<file path="src/rtl/fifo2r_serial_drain_if.sv">
// Bundles the dual-issue FIFO read side and the single-lane output stream of the drain block.
// master = drain block, slave = FIFO/consumer environment.
interface fifo2r_serial_drain_if #(
    parameter int DWIDTH = 32
);
    logic              fifo_empty;
    logic              fifo_1left_to_empty;
    logic [DWIDTH-1:0] rdData0;
    logic [DWIDTH-1:0] rdData1;
    logic              pop0;
    logic              pop1;
    logic              flush;
    logic              out_valid;
    logic              out_ready;
    logic [DWIDTH-1:0] out_data;
    logic [1:0]        occ;

    modport master (
        input  fifo_empty, fifo_1left_to_empty, rdData0, rdData1, flush, out_ready,
        output pop0, pop1, out_valid, out_data, occ
    );

    modport slave (
        output fifo_empty, fifo_1left_to_empty, rdData0, rdData1, flush, out_ready,
        input  pop0, pop1, out_valid, out_data, occ
    );
endinterface

</file>
<file path="src/rtl/fifo2r_serial_drain.sv">
// Drains a 2-read FIFO into a 2-entry flopped stage and emits one entry/cycle, oldest first.
// Pop in cycle N -> out_data in N+1; out_valid && !out_ready holds data stable, pops stop when stage is full.
module fifo2r_serial_drain #(
    parameter int DWIDTH = 32
) (
    input  logic                  clk,
    input  logic                  rst_n,
    fifo2r_serial_drain_if.master bus
);
    logic [1:0]        occ_q, occ_d;
    logic [DWIDTH-1:0] s0_q, s0_d;
    logic [DWIDTH-1:0] s1_q, s1_d;

    logic [1:0] avail;
    logic [1:0] space;
    logic [1:0] npop;
    logic [1:0] surv;
    logic       deq;

    // Pop decision depends only on flags, occupancy and out_ready, never on rdData.
    always_comb begin
        avail = bus.fifo_empty ? 2'd0 : (bus.fifo_1left_to_empty ? 2'd1 : 2'd2);
        deq   = (occ_q != 2'd0) && bus.out_ready;
        space = 2'd2 - occ_q + {1'b0, deq};
        npop  = bus.flush ? 2'd0 : ((avail < space) ? avail : space);
    end

    always_comb begin
        surv  = occ_q - {1'b0, deq};
        s0_d  = deq ? s1_q : s0_q;
        s1_d  = s1_q;
        occ_d = surv + npop;
        if (npop != 2'd0) begin
            if (surv == 2'd0) begin
                s0_d = bus.rdData0;
                if (npop == 2'd2) begin
                    s1_d = bus.rdData1;
                end
            end else begin
                s1_d = bus.rdData0;
            end
        end
        if (bus.flush) begin
            occ_d = 2'd0;
        end
    end

    always_ff @(posedge clk or negedge rst_n) begin
        if (!rst_n) begin
            occ_q <= 2'd0;
            s0_q  <= '0;
            s1_q  <= '0;
        end else begin
            occ_q <= occ_d;
            s0_q  <= s0_d;
            s1_q  <= s1_d;
        end
    end

    assign bus.pop0      = (npop != 2'd0);
    assign bus.pop1      = (npop == 2'd2);
    assign bus.out_valid = (occ_q != 2'd0);
    assign bus.out_data  = s0_q;
    assign bus.occ       = occ_q;

`ifdef ASSERT_ON
    a_pop1_pop0:  assert property (@(posedge clk) disable iff (!rst_n) bus.pop1 |-> bus.pop0);
    a_pop0_avail: assert property (@(posedge clk) disable iff (!rst_n) bus.pop0 |-> !bus.fifo_empty);
    a_pop1_avail: assert property (@(posedge clk) disable iff (!rst_n)
                                   bus.pop1 |-> (!bus.fifo_empty && !bus.fifo_1left_to_empty));
    a_occ_max:    assert property (@(posedge clk) disable iff (!rst_n) occ_q <= 2'd2);
`endif
endmodule
</file>
<file path="src/flat_wrapper.sv">
// flat-port wrapper written by rule: the top's interface ports become plain ports
module fifo2r_serial_drain_flat 
#(
    parameter int DWIDTH = 32
)
  (clk, rst_n, bus_fifo_empty, bus_fifo_1left_to_empty, bus_rdData0, bus_rdData1, bus_flush, bus_out_ready, bus_pop0, bus_pop1, bus_out_valid, bus_out_data, bus_occ);
  fifo2r_serial_drain_if #(.DWIDTH(DWIDTH)) bus_i ();
  input  logic clk;
  input  logic rst_n;
  input wire logic [$bits(bus_i.fifo_empty)-1:0] bus_fifo_empty;
  input wire logic [$bits(bus_i.fifo_1left_to_empty)-1:0] bus_fifo_1left_to_empty;
  input wire logic [$bits(bus_i.rdData0)-1:0] bus_rdData0;
  input wire logic [$bits(bus_i.rdData1)-1:0] bus_rdData1;
  input wire logic [$bits(bus_i.flush)-1:0] bus_flush;
  input wire logic [$bits(bus_i.out_ready)-1:0] bus_out_ready;
  output wire logic [$bits(bus_i.pop0)-1:0] bus_pop0;
  output wire logic [$bits(bus_i.pop1)-1:0] bus_pop1;
  output wire logic [$bits(bus_i.out_valid)-1:0] bus_out_valid;
  output wire logic [$bits(bus_i.out_data)-1:0] bus_out_data;
  output wire logic [$bits(bus_i.occ)-1:0] bus_occ;
  assign bus_i.fifo_empty = bus_fifo_empty;
  assign bus_i.fifo_1left_to_empty = bus_fifo_1left_to_empty;
  assign bus_i.rdData0 = bus_rdData0;
  assign bus_i.rdData1 = bus_rdData1;
  assign bus_i.flush = bus_flush;
  assign bus_i.out_ready = bus_out_ready;
  assign bus_pop0 = bus_i.pop0;
  assign bus_pop1 = bus_i.pop1;
  assign bus_out_valid = bus_i.out_valid;
  assign bus_out_data = bus_i.out_data;
  assign bus_occ = bus_i.occ;
  fifo2r_serial_drain #(.DWIDTH(DWIDTH)) u_core (.clk(clk), .rst_n(rst_n), .bus(bus_i));
endmodule
</file>
<file path="config.mk">
export PLATFORM = sky130hd
export DESIGN_NAME = fifo2r_serial_drain_flat
export DESIGN_NICKNAME = d
export VERILOG_FILES = /design/src/rtl/fifo2r_serial_drain_if.sv /design/src/rtl/fifo2r_serial_drain.sv /design/src/flat_wrapper.sv
export SDC_FILE = /design/constraint.sdc
export NUM_CORES = 1
export LEC_CHECK = 0
export ABC_AREA = 1
export CAP_MARGIN = 20
export CORE_MARGIN = 2
export CORE_UTILIZATION = 52
export DETAILED_ROUTE_END_ITERATION = 10
export MAX_ROUTING_LAYER = met4
export PLACE_DENSITY_LB_ADDON = 0.25
export SYNTH_ARGS = -nofsm -noshare
export SYNTH_HDL_FRONTEND = slang
export SYNTH_SLANG_ARGS = --single-unit
</file>
<file path="constraint.sdc">
create_clock -name clk -period 7.3 [get_ports clk]
set_input_delay 2.19 -clock clk [delete_from_list [all_inputs] [get_ports clk]]
set_output_delay 2.19 -clock clk [all_outputs]
set_load 0.01 [all_outputs]
</file>
==> tab_implementation.tex <==
\begin{tabular}{lr}
\hline
Metric & Value \\
\hline
\multicolumn{2}{l}{\textbf{Status}} \\
Outcome & finished, final reports clean \\
\multicolumn{2}{l}{\textbf{Worst hold path}} \\
Hold WC Path Type & register to register \\
Worst hold path startpoint & u\_core.s1\_q[2] \\
Sink of the worst hold path & u\_core.s1\_q[2] \\
Cell count of the worst hold path & 2 \\
\multicolumn{2}{l}{\textbf{Placed design}} \\
Cell count after placement & around 710 \\
Weighted congestion reported at the end of routability-driven placement & approximately 0.85 \\
Input/output buffers & around 110 \\
Detailed Place HPWL & 6.62 mm \\
Area after DPL & 0.00476 mm\^{}2 \\
Pre-CTS setup slack & roughly 0.68 ns \\
\multicolumn{2}{l}{\textbf{Timing}} \\
Max Clock Skew & between 0.01 and 0.015 ns \\
Tightest Pin Transition & slightly above 0.8 ns \\
Hold WS & approximately 0.5 ns \\
Minimum clock period & around 6.6 ns \\
Fin crit share & 0.906 \\
Count of final setup violators & 0 \\
Final number of max-transition violations & 0 \\
Setup TNS & 0 ns \\
Final worst-path setup slack & 0.689 ns \\
Relative slew slack & 0.446 \\
Count of endpoints failing hold in the final timing report & 0 \\
RSZ-0062 raised after global routing & no \\
Top achievable clock speed & 151 MHz \\
\multicolumn{2}{l}{\textbf{Route}} \\
Via count & 3916 \\
Post-DRT Antenna Nets & 0 \\
Detailed-route vias per instance & about 5.4 \\
Post-detailed-route wirelength per cell & roughly 15 um \\
DRC violation count after routing & 0 \\
DR pass1 iterations & 5 \\
Initial drt markers & roughly 290 \\
Detailed-route wire length & around 11 mm \\
\multicolumn{2}{l}{\textbf{Critical path}} \\
Data arrival time of the worst path & around 4.4 ns \\
Worst EP required & 5.11 ns \\
Worst Path Max Fanout & 3 \\
Critical R2R Launch & u\_core.bus.occ[0] \\
Critical path start-end classification & input port to output pin \\
Critical path's top delay family & buffers and inverters \\
Crit. End Element & output pin \\
Crit-path max cell delay & 0.55 ns \\
R2R setup slack & about 3.2 ns \\
CP startpoint kind & input port \\
Cell with the largest stage delay on the worst path & sky130\_fd\_sc\_hd\_\_clkdlybuf4s50\_1 \\
Crit Reg-Reg Endpoint & u\_core.bus.out\_data[25] \\
Number of cells on the worst reg-to-reg path & 13 \\
Critical path, cell by cell & clkdlybuf4s50\_1 -> nand2\_2 -> ha\_1 -> xor2\_1 -> inv\_1 -> ha\_1 -> nand2\_1 -> nand2\_2 -> nand3\_1 -> nand2\_1 -> inv\_1 -> clkdlybuf4s50\_1 \\
Worst path buffer plus inverter count & 4 \\
\multicolumn{2}{l}{\textbf{Final layout}} \\
Layout overhead on the synthesized area & 33.1\% \\
Post-Route Utilization & 0.724 \\
Fin area & about 0.0050 mm\^{}2 \\
Share of final-layout standard cells stronger than drive strength 1 & 0.0510 \\
Filler cell count & 570 \\
Area taken by multi-input logic gates & between 0.0015 and 0.002 mm\^{}2 \\
Fin cells & just over 700 \\
Final antenna diode count & 0 \\
NumNets Final & 698 \\
Register area & approximately 0.0017 mm\^{}2 \\
\multicolumn{2}{l}{\textbf{Clocking}} \\
Number of post-CTS setup repair buffers & 0 \\
Clock sinks & 66 \\
Clock tree from TritonCTS & built \\
Hold\_buf cts & 0 \\
Clk\_lat worst skew & between 0.3 and 0.4 ns \\
Clock Pin Slew Worst Setup and Hold Paths & 0.07 ns \\
CTS buffer count & 9 \\
Number of instances resized during post-cts repair & 0 \\
Root buf cell & sky130\_fd\_sc\_hd\_\_clkbuf\_8 \\
Number of levels in the clock H-tree & 3 \\
Number of buffers on the longest clock path & 2 \\
\multicolumn{2}{l}{\textbf{Floorplan}} \\
Core Area & slightly below 0.007 mm\^{}2 \\
\# IOs & between 100 and 150 \\
Overall die area & about 0.008 mm\^{}2 \\
Die X-Extent & approximately 90 um \\
Cell Rows & 30 \\
Starting density of the core & 0.544 \\
Die boundary height & between 80 and 90 um \\
\multicolumn{2}{l}{\textbf{Yosys}} \\
Netlist area before placement & approximately 0.0037 mm\^{}2 \\
Main area contributors after synthesis & sky130\_fd\_sc\_hd\_\_dfrtp\_1 (44\%), sky130\_fd\_sc\_hd\_\_nand2\_1 (27\%), sky130\_fd\_sc\_hd\_\_nand3\_1 (17\%), sky130\_fd\_sc\_hd\_\_buf\_2 (3.3\%), sky130\_fd\_sc\_hd\_\_buf\_4 (1.8\%) \\
Count of different cell masters after synthesis & 17 \\
Adder-cell share of the synthesized area & 0.0167 \\
Syn Area/Cell & between 6 and 7 um\^{}2 \\
Warnings from Yosys & 0 \\
Share of the synthesized netlist area taken by xor and xnor gates & 0.00703 \\
Share of synthesized cell area in and, or, nand and nor gates & 0.460 \\
Proportion of synthesized area in mux cells & 0 \\
Largest family of logic cells by synthesized area & simple AND/OR/NAND/NOR gates \\
Portion of synthesized cell area occupied by the leading cell type & 0.442 \\
Gate count of the mapped netlist & about 540 \\
Share of the synthesized area in compound gates (AO/OA/AOI/OAI) & 0.00134 \\
Cell taking the most area after synthesis & sky130\_fd\_sc\_hd\_\_dfrtp\_1 \\
Fraction of the yosys area taken by sequential cells & 0.442 \\
Synthesized net count & a little over 600 \\
FF+latch count, synth & 66 \\
\multicolumn{2}{l}{\textbf{Power}} \\
Static Leak & 2.63 nW \\
Sw Ratio & 0.457 \\
Internal & $\sim$1.2 mW \\
Worst IR drop on VDD & 0.253 mV \\
Reported net switching power & about 0.99 mW \\
Share of total power in the clock network & 0.138 \\
Total power & $\sim$2.2 mW \\
Total power per unit cell area & about 440 mW/mm\^{}2 \\
Fraction of power consumed by combinational cells & 0.566 \\
Sequential cell fraction of total power & 0.296 \\
\multicolumn{2}{l}{\textbf{Global route}} \\
Number of antenna violations at the first check in global routing & 0 \\
Overflow after GRT & 0 \\
Overall Global Routing Usage & 0.294 \\
Largest net degree at the start of global routing & 67 \\
Via count of the first global-routing pass & between 3000 and 4000 \\
Wire length of the first global-routing pass & between 15 and 20 mm \\
\multicolumn{2}{l}{\textbf{Flow run}} \\
Maximum Capacitance Violations & 0 \\
\hline
\end{tabular}
## synthesized netlist by cell type (all sizes together)
library cell  number
ha                 5
nand2            273
inv               15
a21oi              1
xnor2              1
dfrtp             66
nor2               4
buf               35
clkbuf             3
nand3            131
xor2               2
## worst max path at each step
stage | from | endpoint | slack, ns | depth (start not counted)
detailed placement | bus_out_ready | bus_pop1 | 0.68 | 12
finish | bus_out_ready | bus_pop1 | 0.69 | 12
floorplan | bus_out_ready | bus_pop1 | 1.36 | 12
global route | bus_out_ready | bus_pop1 | 0.51 | 12
global placement | bus_out_ready | bus_pop1 | 0.72 | 12
CTS | bus_out_ready | bus_pop1 | 0.68 | 12
## power by group through the flow
| stage | clock [mW] | sequential, mW | combinational (mW) |
|---|---|---|---|
| after floorplan | 0 | 0.666 | 0.789 |
| after global placement | 0 | 0.641 | 1.17 |
| after detailed placement | 0 | 0.645 | 1.21 |
| after CTS | 0.301 | 0.641 | 1.22 |
| after global routing | 0.319 | 0.661 | 1.38 |
| final | 0.300 | 0.645 | 1.23 |
## worst min-delay path: cells and delay by family (launching register included)
kind	cells	cell delay [ns]
flip-flops	1	0.34
AND/OR/NAND/NOR	2	0.14
## state kept, by name (all words and copies together), names as in the netlist
signal	count
u_core.bus.occ	2
u_core.bus.out_data	32
u_core.s1_q	32
## area by class of cell
cell class	count	area share
well taps	96	0.0241
repair buffers	114	0.230
flip-flops and latches	66	0.332
multi-input cells	417	0.365
clock inverters	5	0.0111
inverters	15	0.0113
clock buffers	11	0.0264
## routing by layer
metal | up-vias | wire (um) | GRT usage
met5 | - | 0 | -
met4 | 0 | 201 | 0.125
met3 | 15 | 758 | 0.0392
met2 | 184 | 5350 | 0.484
met1 | 1836 | 4370 | 0.362
li1 | 1881 | - | -
## cells by family (layout without fill, tap and decap cells)
group	count (synthesis)	in the layout
simple gates	408	408
flops	66	66
buf+inv	53	145
fa+ha+maj	5	5
xor+xnor	3	3
compound gates	1	1
## layout by cell type, fill, tap and decap left out, types with 2 or more instances in the layout
master	instances
sky130_fd_sc_hd__nand2_1	269
sky130_fd_sc_hd__nand3_1	129
sky130_fd_sc_hd__clkdlybuf4s50_1	105
sky130_fd_sc_hd__dfrtp_1	66
sky130_fd_sc_hd__inv_1	12
sky130_fd_sc_hd__clkbuf_8	9
sky130_fd_sc_hd__buf_4	6
sky130_fd_sc_hd__ha_1	5
sky130_fd_sc_hd__nand2_2	4
sky130_fd_sc_hd__nor2_1	4
sky130_fd_sc_hd__inv_2	3
sky130_fd_sc_hd__xor2_1	2
sky130_fd_sc_hd__clkinvlp_4	2
sky130_fd_sc_hd__clkinv_2	2
sky130_fd_sc_hd__clkbuf_1	2
(Power assumes the default switching activity.)
